**config.mk**
```make
export PLATFORM = sky130hd
export DESIGN_NAME = vco_sweep_ctrl_flat
export DESIGN_NICKNAME = d
export VERILOG_FILES = /design/src/rtl/vco_sweep_if.sv /design/src/rtl/vco_sweep_ctrl.sv /design/src/flat_wrapper.sv
export SDC_FILE = /design/constraint.sdc
export NUM_CORES = 1
export LEC_CHECK = 0
export CORE_MARGIN = 1
export CORE_UTILIZATION = 58
export DETAILED_ROUTE_END_ITERATION = 10
export PLACE_DENSITY = 0.93
export RECOVER_POWER = 50
export SYNTH_ARGS = -nofsm -noshare
export SYNTH_HDL_FRONTEND = slang
export SYNTH_SLANG_ARGS = --single-unit
```
**constraint.sdc**
```tcl
create_clock -name clk -period 8.9 [get_ports clk]
set_input_delay 1.78 -clock clk [delete_from_list [all_inputs] [get_ports clk]]
set_output_delay 1.78 -clock clk [all_outputs]
set_load 0.05 [all_outputs]
```
**src/rtl/vco_sweep_if.sv**
```systemverilog
// Bundles the sweep controller's signals: config/CSR side, VCO core side and point-record side.
// The master modport is the controller's view; slave is the view from the surrounding logic.
interface vco_sweep_if #(
    parameter int W_W   = 17,
    parameter int OUT_W = 14,
    parameter int CNT_W = 16
);
    logic                    start;
    logic                    abort;
    logic [W_W-1:0]          cfg_w_start;
    logic [W_W-1:0]          cfg_w_end;
    logic [W_W-1:0]          cfg_w_inc;
    logic [CNT_W-1:0]        cfg_div;
    logic [CNT_W-1:0]        cfg_dwell;
    logic signed [OUT_W-1:0] core_out;
    logic                    core_step;
    logic                    core_reset;
    logic [W_W-1:0]          core_w;
    logic                    pt_valid;
    logic                    pt_ready;
    logic [W_W-1:0]          pt_w;
    logic [OUT_W-2:0]        pt_peak;
    logic                    busy;
    logic                    done;

    modport master (
        input  start, abort, cfg_w_start, cfg_w_end, cfg_w_inc, cfg_div, cfg_dwell,
               core_out, pt_ready,
        output core_step, core_reset, core_w, pt_valid, pt_w, pt_peak, busy, done
    );

    modport slave (
        output start, abort, cfg_w_start, cfg_w_end, cfg_w_inc, cfg_div, cfg_dwell,
               core_out, pt_ready,
        input  core_step, core_reset, core_w, pt_valid, pt_w, pt_peak, busy, done
    );
endinterface

```
**src/rtl/vco_sweep_ctrl.sv**
```systemverilog
// Frequency-sweep sequencer for one VCO integrator core. For each frequency word it
// (re)initialises the core, steps it cfg_dwell times at one step per cfg_div clocks,
// tracks peak |core_out|, and hands a (w, peak) record out over valid/ready.
module vco_sweep_ctrl #(
    parameter int W_W    = 17,
    parameter int OUT_W  = 14,
    parameter int CNT_W  = 16,
    parameter bit RESEED = 1'b1
) (
    input  logic         clk,
    input  logic         reset,
    vco_sweep_if.master  bus
);
    typedef enum logic [2:0] {
        S_IDLE, S_INIT, S_RUN, S_REPORT, S_NEXT, S_FIN
    } state_t;

    state_t           state_q;
    logic [W_W-1:0]   w_end_q, w_inc_q, core_w_q, pt_w_q;
    logic [CNT_W-1:0] div_q, dwell_q, div_cnt_q, steps_q;
    logic [OUT_W-2:0] peak_q, pt_peak_q;
    logic             core_step_q, core_reset_q, samp_q, pt_valid_q, busy_q, done_q;

    logic [OUT_W-1:0] neg_x;
    logic [OUT_W-2:0] abs_x, peak_d;
    logic [W_W:0]     nxt_d;
    logic             last_d;

    // |core_out| with the most negative code saturated, running peak, and next-word / end-of-sweep test
    always_comb begin
        neg_x = ~bus.core_out + 1'b1;
        if (!bus.core_out[OUT_W-1])  abs_x = bus.core_out[OUT_W-2:0];
        else if (neg_x[OUT_W-1])     abs_x = '1;
        else                         abs_x = neg_x[OUT_W-2:0];
        peak_d = (samp_q && (abs_x > peak_q)) ? abs_x : peak_q;
        // extra bit catches wrap-around of the frequency word
        nxt_d  = {1'b0, core_w_q} + {1'b0, w_inc_q};
        last_d = (w_inc_q == '0) || nxt_d[W_W] || (nxt_d[W_W-1:0] > w_end_q);
    end

    // Sweep FSM; all outputs registered. core_step is scheduled one cycle ahead so it
    // lands on the last cycle of each div-cycle window, the first one div cycles after RUN entry.
    always_ff @(posedge clk) begin
        if (reset) begin
            state_q      <= S_IDLE;
            w_end_q      <= '0;
            w_inc_q      <= '0;
            core_w_q     <= '0;
            pt_w_q       <= '0;
            div_q        <= '0;
            dwell_q      <= '0;
            div_cnt_q    <= '0;
            steps_q      <= '0;
            peak_q       <= '0;
            pt_peak_q    <= '0;
            core_step_q  <= 1'b0;
            core_reset_q <= 1'b0;
            samp_q       <= 1'b0;
            pt_valid_q   <= 1'b0;
            busy_q       <= 1'b0;
            done_q       <= 1'b0;
        end else if (bus.abort && (state_q != S_IDLE)) begin
            // abort drops everything in flight, including a pending record
            state_q      <= S_IDLE;
            core_step_q  <= 1'b0;
            core_reset_q <= 1'b0;
            samp_q       <= 1'b0;
            pt_valid_q   <= 1'b0;
            busy_q       <= 1'b0;
            done_q       <= 1'b0;
        end else begin
            core_step_q  <= 1'b0;
            core_reset_q <= 1'b0;
            done_q       <= 1'b0;
            samp_q       <= core_step_q;
            case (state_q)
                S_IDLE: begin
                    if (bus.start && !bus.abort) begin
                        w_end_q      <= bus.cfg_w_end;
                        w_inc_q      <= bus.cfg_w_inc;
                        div_q        <= (bus.cfg_div == '0) ? CNT_W'(1) : bus.cfg_div;
                        dwell_q      <= (bus.cfg_dwell == '0) ? CNT_W'(1) : bus.cfg_dwell;
                        core_w_q     <= bus.cfg_w_start;
                        core_reset_q <= 1'b1;
                        busy_q       <= 1'b1;
                        state_q      <= S_INIT;
                    end
                end
                S_INIT: begin
                    peak_q    <= '0;
                    div_cnt_q <= '0;
                    steps_q   <= '0;
                    state_q   <= S_RUN;
                end
                S_RUN: begin
                    peak_q <= peak_d;
                    if (steps_q != dwell_q) begin
                        if (div_cnt_q == div_q - CNT_W'(1)) begin
                            core_step_q <= 1'b1;
                            div_cnt_q   <= '0;
                            steps_q     <= steps_q + CNT_W'(1);
                        end else begin
                            div_cnt_q   <= div_cnt_q + CNT_W'(1);
                        end
                    end
                    // sample of the final step: no step in flight and all steps issued
                    if (samp_q && !core_step_q && (steps_q == dwell_q)) begin
                        pt_valid_q <= 1'b1;
                        pt_w_q     <= core_w_q;
                        pt_peak_q  <= peak_d;
                        state_q    <= S_REPORT;
                    end
                end
                S_REPORT: begin
                    if (bus.pt_ready) begin
                        pt_valid_q <= 1'b0;
                        done_q     <= last_d;
                        state_q    <= last_d ? S_FIN : S_NEXT;
                    end
                end
                S_NEXT: begin
                    core_w_q  <= nxt_d[W_W-1:0];
                    peak_q    <= '0;
                    div_cnt_q <= '0;
                    steps_q   <= '0;
                    if (RESEED) begin
                        core_reset_q <= 1'b1;
                        state_q      <= S_INIT;
                    end else begin
                        state_q      <= S_RUN;
                    end
                end
                S_FIN: begin
                    busy_q  <= 1'b0;
                    state_q <= S_IDLE;
                end
                default: state_q <= S_IDLE;
            endcase
        end
    end

    assign bus.core_step  = core_step_q;
    assign bus.core_reset = core_reset_q;
    assign bus.core_w     = core_w_q;
    assign bus.pt_valid   = pt_valid_q;
    assign bus.pt_w       = pt_w_q;
    assign bus.pt_peak    = pt_peak_q;
    assign bus.busy       = busy_q;
    assign bus.done       = done_q;
endmodule
```
**src/flat_wrapper.sv**
```systemverilog
// flat-port wrapper written by rule: the top's interface ports become plain ports
module vco_sweep_ctrl_flat 
#(
    parameter int W_W    = 17,
    parameter int OUT_W  = 14,
    parameter int CNT_W  = 16,
    parameter bit RESEED = 1'b1
)
  (clk, reset, bus_start, bus_abort, bus_cfg_w_start, bus_cfg_w_end, bus_cfg_w_inc, bus_cfg_div, bus_cfg_dwell, bus_core_out, bus_pt_ready, bus_core_step, bus_core_reset, bus_core_w, bus_pt_valid, bus_pt_w, bus_pt_peak, bus_busy, bus_done);
  vco_sweep_if #(.W_W(W_W), .OUT_W(OUT_W), .CNT_W(CNT_W)) bus_i ();
  input  logic clk;
  input  logic reset;
  input wire logic [$bits(bus_i.start)-1:0] bus_start;
  input wire logic [$bits(bus_i.abort)-1:0] bus_abort;
  input wire logic [$bits(bus_i.cfg_w_start)-1:0] bus_cfg_w_start;
  input wire logic [$bits(bus_i.cfg_w_end)-1:0] bus_cfg_w_end;
  input wire logic [$bits(bus_i.cfg_w_inc)-1:0] bus_cfg_w_inc;
  input wire logic [$bits(bus_i.cfg_div)-1:0] bus_cfg_div;
  input wire logic [$bits(bus_i.cfg_dwell)-1:0] bus_cfg_dwell;
  input wire logic [$bits(bus_i.core_out)-1:0] bus_core_out;
  input wire logic [$bits(bus_i.pt_ready)-1:0] bus_pt_ready;
  output wire logic [$bits(bus_i.core_step)-1:0] bus_core_step;
  output wire logic [$bits(bus_i.core_reset)-1:0] bus_core_reset;
  output wire logic [$bits(bus_i.core_w)-1:0] bus_core_w;
  output wire logic [$bits(bus_i.pt_valid)-1:0] bus_pt_valid;
  output wire logic [$bits(bus_i.pt_w)-1:0] bus_pt_w;
  output wire logic [$bits(bus_i.pt_peak)-1:0] bus_pt_peak;
  output wire logic [$bits(bus_i.busy)-1:0] bus_busy;
  output wire logic [$bits(bus_i.done)-1:0] bus_done;
  assign bus_i.start = bus_start;
  assign bus_i.abort = bus_abort;
  assign bus_i.cfg_w_start = bus_cfg_w_start;
  assign bus_i.cfg_w_end = bus_cfg_w_end;
  assign bus_i.cfg_w_inc = bus_cfg_w_inc;
  assign bus_i.cfg_div = bus_cfg_div;
  assign bus_i.cfg_dwell = bus_cfg_dwell;
  assign bus_i.core_out = bus_core_out;
  assign bus_i.pt_ready = bus_pt_ready;
  assign bus_core_step = bus_i.core_step;
  assign bus_core_reset = bus_i.core_reset;
  assign bus_core_w = bus_i.core_w;
  assign bus_pt_valid = bus_i.pt_valid;
  assign bus_pt_w = bus_i.pt_w;
  assign bus_pt_peak = bus_i.pt_peak;
  assign bus_busy = bus_i.busy;
  assign bus_done = bus_i.done;
  vco_sweep_ctrl #(.W_W(W_W), .OUT_W(OUT_W), .CNT_W(CNT_W), .RESEED(RESEED)) u_core (.clk(clk), .reset(reset), .bus(bus_i));
endmodule
```
* Word level (Yosys, flattened, before mapping)
Cells that the tools add are included.
** Storage, ports and cells
- Register bits :: 167
- Bits in latches :: 0
- RAM bits :: 0
- ROM bits :: 0
- Memories kept :: 0
** Cells by class
- $add $sub $neg :: 5
- Multipliers :: 0
- Divide/modulo/power cells :: 0
- $lt $le $gt $ge :: 2
- Eq/ne operators :: 13
- Shifts and indexed selects :: 0
- Mux-type cells :: 27
- Bitwise logic cells :: 6
- Reduce and logical (&&, ||, !) cells :: 31
** Operator list (count)
- 2-to-1 mux 16 bit :: 6
- one-hot mux 16 bit (2 select lines) :: 2
- 2-to-1 mux 13 bit :: 3
- one-hot mux 17 bit (2 select lines) :: 1
- adder 16 x 1 -> 16 bit (second input constant) :: 2
- equality test 16 bit :: 2
- logical NOT 16 bit :: 2
- one-hot mux 13 bit (2 select lines) :: 1
- adder 17 x 17 -> 18 bit :: 1
- AND reduction 3 bit :: 6
- greater-than comparator 17 bit :: 1
- logical NOT 17 bit :: 1
- 2-to-1 mux 17 bit :: 1
- != test 16 bit :: 1
- subtractor 16 x 1 -> 16 bit (second input constant) :: 1
- one-hot mux 3 bit (5 select lines) :: 1
- adder 14 x 1 -> 14 bit (second input constant) :: 1
- NOT 14 bit :: 1
- greater-than comparator 13 bit :: 1
- 2-to-1 mux 3 bit :: 3
- != test 2 x 1 -> 1 bit (second input constant) :: 4
- nonzero test 2 bit :: 4
- OR reduction 4 bit :: 2
- equality test 3 x 2 -> 1 bit (second input constant) :: 2
- other kinds (14) :: 34

* Logic depth before layout (Yosys ltp)
- Depth after elaboration :: 8
- Gate-level depth with buffers :: 18
- Gate-level depth less buffers :: 17

* Worst setup path after synthesis
Ideal clock, no wire load.
- Path type :: in2reg
- From :: input port bus_core_out[0]
- To :: register u_core.pt_peak_q[2], in the netlist u_core.bus.pt_peak[2]
- Data arrival time :: 5.200 ns
- Required time :: 8.783 ns
- Setup slack :: 3.583 ns
- Cell stages on the path :: 15
- Path through :: nor3_1 nand4_1 nor3_1 o21ai_0 o21ai_0 ha_1 a21o_1 a21o_1 a21oi_1 nand2_1 o21ai_0 buf_1 nor2_1 a22o_1 a22o_1
** Between the ends
- Word-level cells in the longest chain between the ends :: 7
** Ends and longest elaborated chain
- start: declaration :: RTL line flat_wrapper.sv:20 : input wire logic [$bits(bus_i.core_out)-1:0] bus_core_out;
- NOT 14 bit :: RTL line vco_sweep_ctrl.sv:31 : neg_x = ~bus.core_out + 1'b1;
- adder 14 x 1 -> 14 bit :: RTL line vco_sweep_ctrl.sv:31
- 2-to-1 mux 13 bit :: RTL line vco_sweep_ctrl.sv:33 : else if (neg_x[OUT_W-1]) abs_x = '1;
- 2-to-1 mux 13 bit (*) :: RTL line vco_sweep_ctrl.sv:32 : if (!bus.core_out[OUT_W-1]) abs_x = bus.core_out[OUT_W-2:0];
- greater-than comparator 13 bit :: RTL line vco_sweep_ctrl.sv:35 : peak_d = (samp_q && (abs_x > peak_q)) ? abs_x : peak_q;
- logical AND 1 bit :: RTL line vco_sweep_ctrl.sv:35
- 2-to-1 mux 13 bit (*) :: RTL line vco_sweep_ctrl.sv:35
- end signal: assignment :: RTL line vco_sweep_ctrl.sv:110 : pt_peak_q <= peak_d;
- end: declaration :: RTL line vco_sweep_ctrl.sv:21 : logic [OUT_W-2:0] peak_q, pt_peak_q;
Mark *: on every way between the ends. The rest lies on a longest branch, timed or not.
A chain may end at the register's enable or synchronous reset.

==> out/metrics.cfg <==
[grt]
grt_start_max_net_pins = 83
grt_overflow = 0
grt_pass1_wl_um = 41000
grt_pass1_vias = 8717
antenna_found_initial = 0
globalRouteTotalUtil_pct = 31.5

[clock_tree]
cts_sinks = 167
tritoncts = yes
h-tree-depth = 4
path_clk_slew_ns = 0.07
hold_buffers = 0
post_cts_buffers = 0
cts_resized = 0
clk_path_buf_depth = 2
ctsRootBufferMaster = clkbuf_16
numCtsBuffers = 17
clk_latency_ns = 0.44

[floorplanning]
die_w_um = 128
dieArea_um2 = 16300
ios = 154
coreArea_um2 = 15300
row_count = 45
initial_core_util_pct = 59.8
die_y_um = 128

[routing]
detail_route.iter0.violations = 806
antenna_left = 0
num_vias = 9056
viasPerCell = 5.99
drt_first_pass_iters = 6
wl_per_cell_um = 16.6
drc = 0
wl_um = 25100

[synthesis]
synth_flop_cell = dfxtp_1
synth_cell_types = 64
async_flop_share_pct = 0
syn_area_um2 = 9160
synth_top_area_share_pct = 36.5
syn_area_per_cell_um2 = 7.86
yosys-top-cells-area = dfxtp_1, nand2_1, a21oi_1
yosysWarnings = 0
post-synth-top-count-cell = nand2_1
synth-edff-count = 0
ys_seq_area_share_pct = 36.5
syn-instance-count = 1165
ys_seq_elements = 167
synth_fp_nets = 1319
yosys.area.top_type = dfxtp_1
ys_top_cells_by_count = nand2_1, dfxtp_1, a21oi_1

[power]
ir_worst_vdd_mv = 0.155
leakage_uw = 0.00447
p_per_area_nw_per_um2 = 163

[sta]
min_period_ns = 6.49
hold_viol = 0
period_share_pct = 72.9
setup_tns_ns = 0
setup_viol = 0
hold-worst-slack_ns = 0.453
worst_pin_slew_ns = 3.71
rsz0062_at_grt = no
finClkSkew_ns = 0.00749
fmax_mhz = 154
slew_headroom_pct = -147
slew_viol_final = 152

[run]
drv_cap = 2

[run_status]
status = complete, but fails checks
violations = capacitance limit, slew limit

[placement]
port_buffers = 153
hpwl_um = 17800
place_congestion = 0.913

[final_layout]
seqCellArea_um2 = 3340
diodes = 0
final_nets = 1441
area_delta_synth_final_pct = 24.0
drive_above_1_share_pct = 4.00
multi_input_area_um2 = 5390
final_util_pct = 74.1
fill_cells = 1131

[worst_setup_path]
path_max_fanout = 82
cp-end-kind = flop
crit_type = in -> reg
worst_setup_path_start_kind = input pin
cp.arrival_ns = 6.76
required_ns = 9.18

[hold_path]
min_path_type = reg -> reg

-- routing by layer --
layer  vias to the layer above  track usage, %  wire (um)
met3                        86            6.87       1740
met4                         0            16.2        956
met1                      4248            37.6      10300
li1                       4343               -          -
met2                       379            53.5      12100
met5                         -               0          0
-- state kept, by name, indices dropped and copies added, names as in the netlist, 16 cells and up --
signal             flops
u_core.bus.pt_w       17
u_core.dwell_q        16
u_core.div_cnt_q      16
u_core.w_end_q        17
u_core.bus.core_w     17
u_core.steps_q        16
u_core.w_inc_q        17
u_core.div_q          16
-- metrics by stage --
stage	cell area [um2]	setup slack, ns	total power (uW)	std cells
finish	11400	2.41	1850	1511
global route	11400	2.08	1920	1511
CTS	11400	2.96	1850	1511
detailed placement	10800	2.53	1120	1479
global placement	10800	2.73	1110	1479
floorplan	9160	3.58	1000	1165
-- cell families after synthesis --
family	Yosys count	share of synthesized area, %
flip-flops	167	36.5
XOR/XNOR	64	6.12
adder cells (fa/ha/maj)	52	7.19
multiplexers	29	3.20
AND/OR/NAND/NOR	435	21.8
AO/OA/AOI/OAI	306	20.4
buffers and inverters	112	4.73
-- power by group --
part	total, uW	switching [uW]	leakage (uW)	internal (uW)
Clock	734	308	0.000289	427
Sequential	796	26.4	0.00136	770
Combinational	318	179	0.00283	139
Total	1850	513	0.00447	1340
-- cells in the final DEF, fill, tap and decap left out, types with 4 or more instances in the layout --
master,count
a22o_1,13
o21ai_0,53
buf_4,4
a211oi_1,18
a21o_1,18
nor4_1,17
clkdlybuf4s50_1,99
o211ai_1,12
clkbuf_1,4
o21bai_1,4
clkinv_4,4
or4_1,11
dlygate4sd3_1,53
nand2_1,215
or3_1,11
clkinv_2,5
xnor2_1,49
clkbuf_16,17
nor3_1,20
mux2i_1,27
and2_1,4
nand2b_1,4
and3_1,12
xor2_1,15
o31ai_1,6
dfxtp_1,167
ha_1,51
o21a_1,14
inv_1,55
a21oi_1,134
nand4_1,15
nor2_1,80
nand3_1,25
-- path summary, 6_finish.rpt --
path                                           start                  to  slack, ns  depth (start not counted)
worst max-delay path                           reset  u_core.steps_q[13]       2.41                          5
worst min-delay path              u_core.bus.pt_w[8]  u_core.bus.pt_w[8]       0.45                          2
worst max register to register  u_core.bus.core_w[0]   u_core.state_q[0]       4.55                         17
worst min register to register    u_core.bus.pt_w[8]  u_core.bus.pt_w[8]       0.45                          2
-- cell type report --
type | count | area share [%]
clock buffer | 20 | 4.02
timing repair buffer | 159 | 13.8
sequential | 167 | 29.5
clock inverter | 12 | 1.12
inverter | 56 | 1.85
multi-input combinational | 886 | 47.5
tap | 211 | 2.33
-- critical path, cell delays in order --
cell and delay, ns:
clkbuf_1 0.87, clkbuf_1 2.65, a21oi_1 0.84, o311ai_0 0.38, o41ai_1 0.13
Note: power is estimated with default switching activity, not from simulation.
